File: src/rtl/intr_ctrl_pkg.sv
`default_nettype none
// ============================================================================
// Module      : intr_ctrl_pkg
// Description : Shared constants, state encoding and the priority helper
//               used by the machine-mode interrupt controller.
// Revision    : 1.0 - initial release
// ============================================================================
package intr_ctrl_pkg;

  // mcause exception codes for the three machine-mode interrupt sources
  localparam logic [3:0] CAUSE_MEI = 4'd11;
  localparam logic [3:0] CAUSE_MSI = 4'd3;
  localparam logic [3:0] CAUSE_MTI = 4'd7;

  // Bit positions inside mip / mie
  localparam int MIP_MSIP_BIT = 3;
  localparam int MIP_MTIP_BIT = 7;
  localparam int MIP_MEIP_BIT = 11;

  // Only the three machine-mode interrupt bits take part in arbitration
  localparam logic [31:0] PEND_MASK = 32'h0000_0888;

  // mtvec mode field encodings (anything else behaves as direct)
  localparam logic [1:0] MTVEC_DIRECT   = 2'd0;
  localparam logic [1:0] MTVEC_VECTORED = 2'd1;

  // Trap-entry sequencer states
  typedef enum logic [1:0] {
    ST_IDLE = 2'd0,
    ST_REQ  = 2'd1,
    ST_TRAP = 2'd2
  } state_e;

  // Fixed priority MEI > MSI > MTI; returns 0 when nothing is pending
  function automatic logic [3:0] pick_cause(input logic [31:0] pend);
    if (pend[MIP_MEIP_BIT]) begin
      return CAUSE_MEI;
    end else if (pend[MIP_MSIP_BIT]) begin
      return CAUSE_MSI;
    end else if (pend[MIP_MTIP_BIT]) begin
      return CAUSE_MTI;
    end
    return 4'd0;
  endfunction

endpackage
`default_nettype wire

File: src/rtl/intr_ctrl_if.sv
`default_nettype none
// ============================================================================
// Module      : intr_ctrl_if
// Description : Bundles the pin, CSR and pipeline-handshake signals of the
//               interrupt controller. master = controller, slave = core side.
// Revision    : 1.0 - initial release
// ============================================================================
interface intr_ctrl_if;

  // Interrupt pins and CSR state
  logic        ext_irq;
  logic        timer_irq;
  logic        csr_wr_mip;
  logic [31:0] csr_wdata;
  logic [31:0] mip;
  logic [31:0] mie;
  logic        mstatus_mie;
  logic [31:0] mtvec;

  // Pipeline handshake
  logic        intr_ack;
  logic [31:0] epc_in;

  // Controller outputs
  logic [31:0] mip_in;
  logic        wr_mip;
  logic        intr_req;
  logic        trap_en;
  logic [31:0] mcause_out;
  logic [31:0] mepc_out;
  logic [31:0] trap_pc;
  logic        clr_mstatus_mie;

  modport master (
    input  ext_irq, timer_irq, csr_wr_mip, csr_wdata, mip, mie,
           mstatus_mie, mtvec, intr_ack, epc_in,
    output mip_in, wr_mip, intr_req, trap_en, mcause_out, mepc_out,
           trap_pc, clr_mstatus_mie
  );

  modport slave (
    output ext_irq, timer_irq, csr_wr_mip, csr_wdata, mip, mie,
           mstatus_mie, mtvec, intr_ack, epc_in,
    input  mip_in, wr_mip, intr_req, trap_en, mcause_out, mepc_out,
           trap_pc, clr_mstatus_mie
  );

endinterface
`default_nettype wire

File: src/rtl/intr_ctrl_sync2.sv
`default_nettype none
// ============================================================================
// Module      : intr_ctrl_sync2
// Description : Two-flop level synchroniser, clears to 0 on reset.
// Revision    : 1.0 - initial release
// ============================================================================
module intr_ctrl_sync2 (
  input  logic clk,
  input  logic rst_n,
  input  logic d,
  output logic q
);

  logic meta_q, meta_d;
  logic sync_q, sync_d;

  // Shift the asynchronous level through two stages
  always_comb begin
    meta_d = d;
    sync_d = meta_q;
  end

  // Synchroniser flops
  always_ff @(posedge clk or negedge rst_n) begin
    if (!rst_n) begin
      meta_q <= 1'b0;
      sync_q <= 1'b0;
    end else begin
      meta_q <= meta_d;
      sync_q <= sync_d;
    end
  end

  assign q = sync_q;

endmodule
`default_nettype wire

File: src/rtl/intr_ctrl.sv
`default_nettype none
// ============================================================================
// Module      : intr_ctrl
// Description : Machine-mode interrupt controller. Synchronises the external
//               and timer pins, drives the mip write port, arbitrates the
//               pending/enabled sources and sequences trap entry with the
//               pipeline through an intr_req / intr_ack handshake.
// Revision    : 1.0 - initial release
// ============================================================================
module intr_ctrl
  import intr_ctrl_pkg::*;
(
  input  logic         clk,
  input  logic         rst_n,
  intr_ctrl_if.master  bus
);

  logic        meip_s;
  logic        mtip_s;

  logic        msip_q, msip_d;
  state_e      state_q, state_d;
  logic [3:0]  cause_q, cause_d;
  logic [29:0] epc_q, epc_d;

  logic [31:0] pend;
  logic [3:0]  win_cause;
  logic [31:0] trap_base;

  logic [31:0] mip_in_w;
  logic        wr_mip_w;
  logic        intr_req_w;
  logic        trap_en_w;
  logic        clr_mie_w;
  logic [31:0] mcause_w;
  logic [31:0] mepc_w;
  logic [31:0] trap_pc_w;

  // Bits the controller deliberately ignores
  logic        unused_bits;
  assign unused_bits = ^{bus.csr_wdata[31:4], bus.csr_wdata[2:0], bus.epc_in[1:0]};

  intr_ctrl_sync2 u_sync_ext (
    .clk   (clk),
    .rst_n (rst_n),
    .d     (bus.ext_irq),
    .q     (meip_s)
  );

  intr_ctrl_sync2 u_sync_tmr (
    .clk   (clk),
    .rst_n (rst_n),
    .d     (bus.timer_irq),
    .q     (mtip_s)
  );

  // mip write port: software bit from CSR writes, pin bits from synchronisers
  always_comb begin
    msip_d   = bus.csr_wr_mip ? bus.csr_wdata[MIP_MSIP_BIT] : msip_q;
    mip_in_w = {20'b0, meip_s, 3'b0, mtip_s, 3'b0, msip_d, 3'b0};
    wr_mip_w = bus.csr_wr_mip
             | (meip_s != bus.mip[MIP_MEIP_BIT])
             | (mtip_s != bus.mip[MIP_MTIP_BIT]);
  end

  // Pending/enabled sources gated by the global enable, then arbitrated
  always_comb begin
    pend      = bus.mip & bus.mie & {32{bus.mstatus_mie}} & PEND_MASK;
    win_cause = pick_cause(pend);
  end

  // State and capture registers
  always_ff @(posedge clk or negedge rst_n) begin
    if (!rst_n) begin
      state_q <= ST_IDLE;
      msip_q  <= 1'b0;
      cause_q <= 4'd0;
      epc_q   <= 30'd0;
    end else begin
      state_q <= state_d;
      msip_q  <= msip_d;
      cause_q <= cause_d;
      epc_q   <= epc_d;
    end
  end

  // Next-state: cause is frozen once a request is raised; ack beats a drop
  always_comb begin
    state_d = state_q;
    cause_d = cause_q;
    epc_d   = epc_q;
    case (state_q)
      ST_IDLE: begin
        if (pend != 32'd0) begin
          cause_d = win_cause;
          state_d = ST_REQ;
        end
      end
      ST_REQ: begin
        if (bus.intr_ack) begin
          epc_d   = bus.epc_in[31:2];
          state_d = ST_TRAP;
        end else if (!pend[cause_q]) begin
          state_d = ST_IDLE;
        end
      end
      ST_TRAP: begin
        state_d = ST_IDLE;
      end
      default: begin
        state_d = ST_IDLE;
      end
    endcase
  end

  // Outputs: trap fields are only driven during the commit cycle
  always_comb begin
    intr_req_w = 1'b0;
    trap_en_w  = 1'b0;
    clr_mie_w  = 1'b0;
    mcause_w   = 32'd0;
    mepc_w     = 32'd0;
    trap_pc_w  = 32'd0;
    trap_base  = {bus.mtvec[31:2], 2'b00};
    case (state_q)
      ST_REQ: begin
        intr_req_w = 1'b1;
      end
      ST_TRAP: begin
        trap_en_w = 1'b1;
        clr_mie_w = 1'b1;
        mcause_w  = {1'b1, 27'b0, cause_q};
        mepc_w    = {epc_q, 2'b00};
        if (bus.mtvec[1:0] == MTVEC_VECTORED) begin
          trap_pc_w = trap_base + {26'b0, cause_q, 2'b00};
        end else begin
          trap_pc_w = trap_base;
        end
      end
      default: begin
        intr_req_w = 1'b0;
      end
    endcase
  end

  assign bus.mip_in          = mip_in_w;
  assign bus.wr_mip          = wr_mip_w;
  assign bus.intr_req        = intr_req_w;
  assign bus.trap_en         = trap_en_w;
  assign bus.clr_mstatus_mie = clr_mie_w;
  assign bus.mcause_out      = mcause_w;
  assign bus.mepc_out        = mepc_w;
  assign bus.trap_pc         = trap_pc_w;

endmodule
`default_nettype wire

File: src/flat_wrapper.sv
// flat-port wrapper written by rule: the top's interface ports become plain ports
module intr_ctrl_flat import intr_ctrl_pkg::*;
  (clk, rst_n, bus_ext_irq, bus_timer_irq, bus_csr_wr_mip, bus_csr_wdata, bus_mip, bus_mie, bus_mstatus_mie, bus_mtvec, bus_intr_ack, bus_epc_in, bus_mip_in, bus_wr_mip, bus_intr_req, bus_trap_en, bus_mcause_out, bus_mepc_out, bus_trap_pc, bus_clr_mstatus_mie);
  intr_ctrl_if bus_i ();
  input  logic clk;
  input  logic rst_n;
  input wire logic [$bits(bus_i.ext_irq)-1:0] bus_ext_irq;
  input wire logic [$bits(bus_i.timer_irq)-1:0] bus_timer_irq;
  input wire logic [$bits(bus_i.csr_wr_mip)-1:0] bus_csr_wr_mip;
  input wire logic [$bits(bus_i.csr_wdata)-1:0] bus_csr_wdata;
  input wire logic [$bits(bus_i.mip)-1:0] bus_mip;
  input wire logic [$bits(bus_i.mie)-1:0] bus_mie;
  input wire logic [$bits(bus_i.mstatus_mie)-1:0] bus_mstatus_mie;
  input wire logic [$bits(bus_i.mtvec)-1:0] bus_mtvec;
  input wire logic [$bits(bus_i.intr_ack)-1:0] bus_intr_ack;
  input wire logic [$bits(bus_i.epc_in)-1:0] bus_epc_in;
  output wire logic [$bits(bus_i.mip_in)-1:0] bus_mip_in;
  output wire logic [$bits(bus_i.wr_mip)-1:0] bus_wr_mip;
  output wire logic [$bits(bus_i.intr_req)-1:0] bus_intr_req;
  output wire logic [$bits(bus_i.trap_en)-1:0] bus_trap_en;
  output wire logic [$bits(bus_i.mcause_out)-1:0] bus_mcause_out;
  output wire logic [$bits(bus_i.mepc_out)-1:0] bus_mepc_out;
  output wire logic [$bits(bus_i.trap_pc)-1:0] bus_trap_pc;
  output wire logic [$bits(bus_i.clr_mstatus_mie)-1:0] bus_clr_mstatus_mie;
  assign bus_i.ext_irq = bus_ext_irq;
  assign bus_i.timer_irq = bus_timer_irq;
  assign bus_i.csr_wr_mip = bus_csr_wr_mip;
  assign bus_i.csr_wdata = bus_csr_wdata;
  assign bus_i.mip = bus_mip;
  assign bus_i.mie = bus_mie;
  assign bus_i.mstatus_mie = bus_mstatus_mie;
  assign bus_i.mtvec = bus_mtvec;
  assign bus_i.intr_ack = bus_intr_ack;
  assign bus_i.epc_in = bus_epc_in;
  assign bus_mip_in = bus_i.mip_in;
  assign bus_wr_mip = bus_i.wr_mip;
  assign bus_intr_req = bus_i.intr_req;
  assign bus_trap_en = bus_i.trap_en;
  assign bus_mcause_out = bus_i.mcause_out;
  assign bus_mepc_out = bus_i.mepc_out;
  assign bus_trap_pc = bus_i.trap_pc;
  assign bus_clr_mstatus_mie = bus_i.clr_mstatus_mie;
  intr_ctrl u_core (.clk(clk), .rst_n(rst_n), .bus(bus_i));
endmodule
File: config.mk
export PLATFORM = sky130hd
export DESIGN_NAME = intr_ctrl_flat
export DESIGN_NICKNAME = d
export VERILOG_FILES = /design/src/rtl/intr_ctrl_pkg.sv /design/src/rtl/intr_ctrl_if.sv /design/src/rtl/intr_ctrl_sync2.sv /design/src/rtl/intr_ctrl.sv /design/src/flat_wrapper.sv
export SDC_FILE = /design/constraint.sdc
export NUM_CORES = 1
export LEC_CHECK = 0
export ABC_AREA = 0
export BUFFER_PORTS_ARGS = -buffer_cell sky130_fd_sc_hd__buf_2
export CORE_AREA = 2 2 115 117
export CTS_CLUSTER_DIAMETER = 80
export CTS_CLUSTER_SIZE = 16
export DETAILED_ROUTE_END_ITERATION = 16
export DIE_AREA = 0 0 117 119
export PLACE_DENSITY = 0.59
export SETUP_SLACK_MARGIN = 0.02
export SLEW_MARGIN = 20
export SYNTH_ARGS = -nofsm -noshare
export SYNTH_HDL_FRONTEND = slang
export SYNTH_HIERARCHICAL = 1
export SYNTH_SLANG_ARGS = --single-unit
File: constraint.sdc
create_clock -name clk -period 7.3 [get_ports clk]
set_input_delay 1.46 -clock clk [delete_from_list [all_inputs] [get_ports clk]]
set_output_delay 1.46 -clock clk [all_outputs]
set_load 0.03 [all_outputs]
Word-level counts from Yosys, hierarchy flattened
Cells that the tools add are included.
{"block": "classes", "add_sub_neg": 1, "n_lt_le_gt_ge": 1, "eq_ne": 7, "muxes": 20, "n_bitwise": 4, "reduce_logical": 5}
{"op": "32-bit two-way mux", "count": 4}
{"op": "32-bit by 6-bit adder with 32-bit output", "count": 1}
{"op": "32-bit nonzero test", "count": 1}
{"op": "12-bit bitwise AND", "count": 2}
{"op": "4-bit two-way mux", "count": 4}
{"op": "1-bit two-way mux", "count": 7}
{"op": "4-bit by 6-bit less-than comparator with 1-bit output (second input constant)", "count": 1}
{"op": "2-bit two-way mux", "count": 3}
{"op": "2-bit AND reduction", "count": 3}
{"op": "1-bit binary-select mux with 4-bit select", "count": 1}
{"op": "2-bit by 1-bit == test with 1-bit output (second input constant)", "count": 2}
{"op": "2-bit one-hot mux with 2 select lines", "count": 1}
{"op": "3-bit != test (second input constant)", "count": 1}
{"op": "2-bit == test (second input constant)", "count": 1}
{"op": "2-bit logical NOT", "count": 1}
{"op": "1-bit != test", "count": 2}
{"op": "2-bit by 1-bit != test with 1-bit output (second input constant)", "count": 1}
{"op": "1-bit bitwise OR", "count": 2}
{"block": "totals", "ff_bits": 41, "in_bits": 167, "output_inout_bits": 132, "elab_cells": 46}

Depth between registers and ports, before layout
{"block": "depth", "depth_word": 7, "ltp_mapped": 8, "depth_no_buf": 6}

Modules after synthesis
Netlist, hierarchy kept.
{"mod": "intr_ctrl", "n_inst": 1, "cells_each": 350, "area_each_um2": 3103.0, "seq_area_each_um2": 900.9}
{"mod": "intr_ctrl_sync2", "n_inst": 2, "cells_each": 2, "area_each_um2": 50.0, "seq_area_each_um2": 50.0}

Worst setup path before layout
No wires, ideal clock.
{"block": "synth_path", "path_type": "input to output", "from": "input bus_mtvec[2]", "to": "output bus_trap_pc[12]", "t_arrival_ps": 3583, "required_ps": 5840, "slack_ps": 2257, "stages": 8, "path_buffers": 2, "path_cell_list": "ha_1 -> fa_1 -> a211oi_1 -> or2_2 -> clkbuf_1 -> clkbuf_1 -> o21ai_0 -> a21oi_1"}
{"block": "synth_between", "elab_chain_len": 3}
{"item": "start, declared", "line": "flat_wrapper.sv:14", "rtl": "input wire logic [$bits(bus_i.mtvec)-1:0] bus_mtvec;"}
{"item": "32-bit by 6-bit adder with 32-bit output", "line": "intr_ctrl.sv:135", "rtl": "trap_pc_w = trap_base + {26'b0, cause_q, 2'b00};"}
{"item": "32-bit two-way mux", "line": "intr_ctrl.sv:134", "rtl": "if (bus.mtvec[1:0] == MTVEC_VECTORED) begin"}
{"item": "32-bit two-way mux", "line": "intr_ctrl.sv:125", "rtl": "case (state_q)"}
{"item": "end, declared", "line": "flat_wrapper.sv:23", "rtl": "output wire logic [$bits(bus_i.trap_pc)-1:0] bus_trap_pc;"}
Every way passes these cells.

Worst setup path after layout
{"block": "layout_path", "from": "input bus_mtvec[2]", "to": "output bus_trap_pc[16]"}
Same word-level chain as after synthesis.

==> results.tsv <==
metric	value	unit
synth top area cells	dfrtp_1 31%, buf_4 15%, mux2_2 12%	
Critical Path RT	5.84	ns
largest net degree at the start of global routing	41	
die span in y	119	microns
vias per std cell	4.484	
die width	117	microns
clock slew at reported path FFs	0.06	ns
cell area after synthesis	3203	sq um
reg-to-reg slack, setup	5.80	ns
number of global-route vias before repair	2649	
Least-Margin Pin Slew	1.036	ns
ys flop type	dfrtp_1	
max frequency	201.1	MHz
combinational share of power	0.334	
antenna cells	0	
layout cells sized above 1	0.4004	
ys async rst share	1.000	
fin crit period	4.972	ns
fin area	4044	sq um
hold path depth	0	
Net Sw Power	0.0003298	W
reg2reg path depth	4	
worst skew pair latency	0.28	ns
area delta synth->final	26.25	%
Cells after Synth	354	
Final nets	658	
Ys Warns	6	
RR Endpoint	u_core/epc_q[9]	
Synth top area share	0.3125	
Post-synth EDFFs	0	
Placer Congestion	0.7729	
Congestion Overflow GR	0	
max-slew violation count	0	
residual DRC count	0	
sum of negative setup slack	0	ns
status	finished, final reports clean	
leakage power	2.031	nW
Sequential Power Share	0.345	
CP Max Fanout	7	
peak supply drop	0.2414	mV
core box area	12870	sq um
site row count	42	
Setup CP Type	input port to output port	
hpwl dp	6791	microns
GRT Total Usage	0.1157	
Final setup viols	0	
Clock Power Share	0.320	
Hold Buf Count CTS	0	
I/O pin count	299	
Vias	2973	
wirelength, routed	8441	microns
deepest clock path buffer count	2	
Post-CTS Setup Bufs	0	
H-tree depth	2	
Net Sw Frac	0.3331	
port bufs	147	
antenna-violating nets left	0	
drt wl/cell	12.73	microns
sequential-to-total area share from yosys stat	0.3125	
die area	13920	sq um
Critical Path AT	3.51	ns
Min-Delay Endpoint	u_core/u_sync_tmr/q	
Hold Vio Cnt, Final	0	
synth unique cells	42	
crit path capture type	output port	
Initial DRC Count	81	
cell-internal power	0.0006604	W
Yosys top cell by area	dfrtp_1	
Yosys reg bits	40	
Max Cap Violations	0	
Sink Count	40	
drt pass-1 iters	4	
skew final	0.003358	ns
FILL cells	1357	
Root Buffer	clkbuf_16	
most common cell in the netlist	buf_4	
Syn Area/Cell	9.048	sq um
total CTS buffers	5	
Power Density	244.9	nW/um^2
Startpoint Class	input port	
critical hold path startpoint	u_core/u_sync_tmr/meta_q	
Final period util	0.6811	
cts repair resizes	0	
top post-synthesis cells by count	66 x buf_4, 40 x dfrtp_1, 35 x and2_1	
initial core utilization	0.2488	
first-pass GRT wire length	12830	microns
Slew Limit Headroom	0.3089	
R2R Path Start	u_core/state_q[0]	
RSZ-0062 raised after global routing	no	
HP Class	flip-flop to flip-flop	
initial antenna violation count	0	
CTS tree	done	
Placed Area	3829	sq um
-- critical path: stages --
cell     delay [ns]
buf_2          0.11
ha_1           0.23
fa_1           0.43
a21o_1         0.20
a21oi_1        0.49
o21ai_0        0.18
a21oi_1        0.15
buf_2          0.25
-- sequential cells by signal, indices dropped and copies added, names as in the netlist --
name	count
u_core/cause_q	3
u_core/epc_q	30
u_core/msip_q	1
u_core/state_q	2
u_core/u_sync_ext/meta_q	1
u_core/u_sync_ext/q	1
u_core/u_sync_tmr/meta_q	1
u_core/u_sync_tmr/q	1
-- cells by family (layout without fill, tap and decap cells) --
| logic type | Yosys count | after routing | synth area share |
|---|---|---|---|
| other cells | 1 | 60 | 0.001171 |
| compound gates | 64 | 64 | 0.1223 |
| flops | 40 | 40 | 0.3125 |
| fa+ha+maj | 5 | 5 | 0.02188 |
| mux | 35 | 35 | 0.1223 |
| buf+inv | 88 | 162 | 0.1828 |
| xor+xnor | 6 | 6 | 0.01641 |
| simple gates | 115 | 115 | 0.2207 |
-- worst max path at each step --
stage	start	endpoint	slack, ns	cells past startpoint
floorplan	bus_mtvec[2]	bus_trap_pc[12]	2.26	8
global placement	bus_mtvec[2]	bus_trap_pc[20]	2.36	8
detailed placement	bus_mtvec[2]	bus_trap_pc[16]	2.32	8
CTS	bus_mtvec[2]	bus_trap_pc[16]	2.31	8
global route	bus_mtvec[4]	bus_trap_pc[31]	2.17	7
finish	bus_mtvec[2]	bus_trap_pc[16]	2.33	8
-- power by group through the flow --
| stage | clock, W | combinational (W) | sequential [W] |
|---|---|---|---|
| after floorplan | 0 | 0.000277 | 0.000329 |
| after global placement | 0 | 0.000325 | 0.000339 |
| after detailed placement | 0 | 0.000333 | 0.000344 |
| after CTS | 0.000323 | 0.000334 | 0.000342 |
| after global routing | 0.000335 | 0.000361 | 0.000354 |
| final | 0.000317 | 0.000331 | 0.000342 |
-- per-stage QoR --
| step | setup WS (ns) | utilization | total power [W] | hold slack [ns] | cells |
|---|---|---|---|---|---|
| global placement | 2.358 | 0.2974 | 0.0006632 | 0.3323 | 655 |
| floorplan | 2.257 | - | 0.0006065 | 0.3312 | 413 |
| global route | 2.168 | 0.3141 | 0.001049 | 0.3527 | 663 |
| finish | 2.328 | 0.3141 | 0.0009902 | 0.3456 | 663 |
| detailed placement | 2.321 | 0.2974 | 0.0006771 | 0.3410 | 655 |
| CTS | 2.313 | 0.3141 | 0.0009992 | 0.3474 | 663 |
-- cells in the final DEF, fill, tap and decap left out, drive strengths merged, types with 6 or more instances in the layout --
master	instances
a21oi	29
and2	35
buf	149
conb	60
dfrtp	40
mux2	33
nand2	14
nand3	9
nand4	8
nor2	8
o21ai	9
o31ai	16
or3	6
or4	17
-- per-layer routing --
metal	global-route usage	part of all wire	up-vias
met3	0.02748	0.094	12
met4	0.03824	0.021	0
met1	0.1376	0.42	1366
met5	0	0	-
li1	-	-	1403
met2	0.2020	0.47	192
-- final cells by class --
cell class | count | area, sq um | share of cell area
clock buffers | 5 | 125.1 | 0.03094
clock inverters | 3 | 90.09 | 0.02228
inverters | 5 | 18.77 | 0.004641
multi-input cells | 285 | 1838 | 0.4545
flip-flops and latches | 40 | 1001 | 0.2475
well taps | 176 | 220.2 | 0.05446
repair buffers | 149 | 750.7 | 0.1856
No activity file was read; power rests on OpenSTA's default activity.
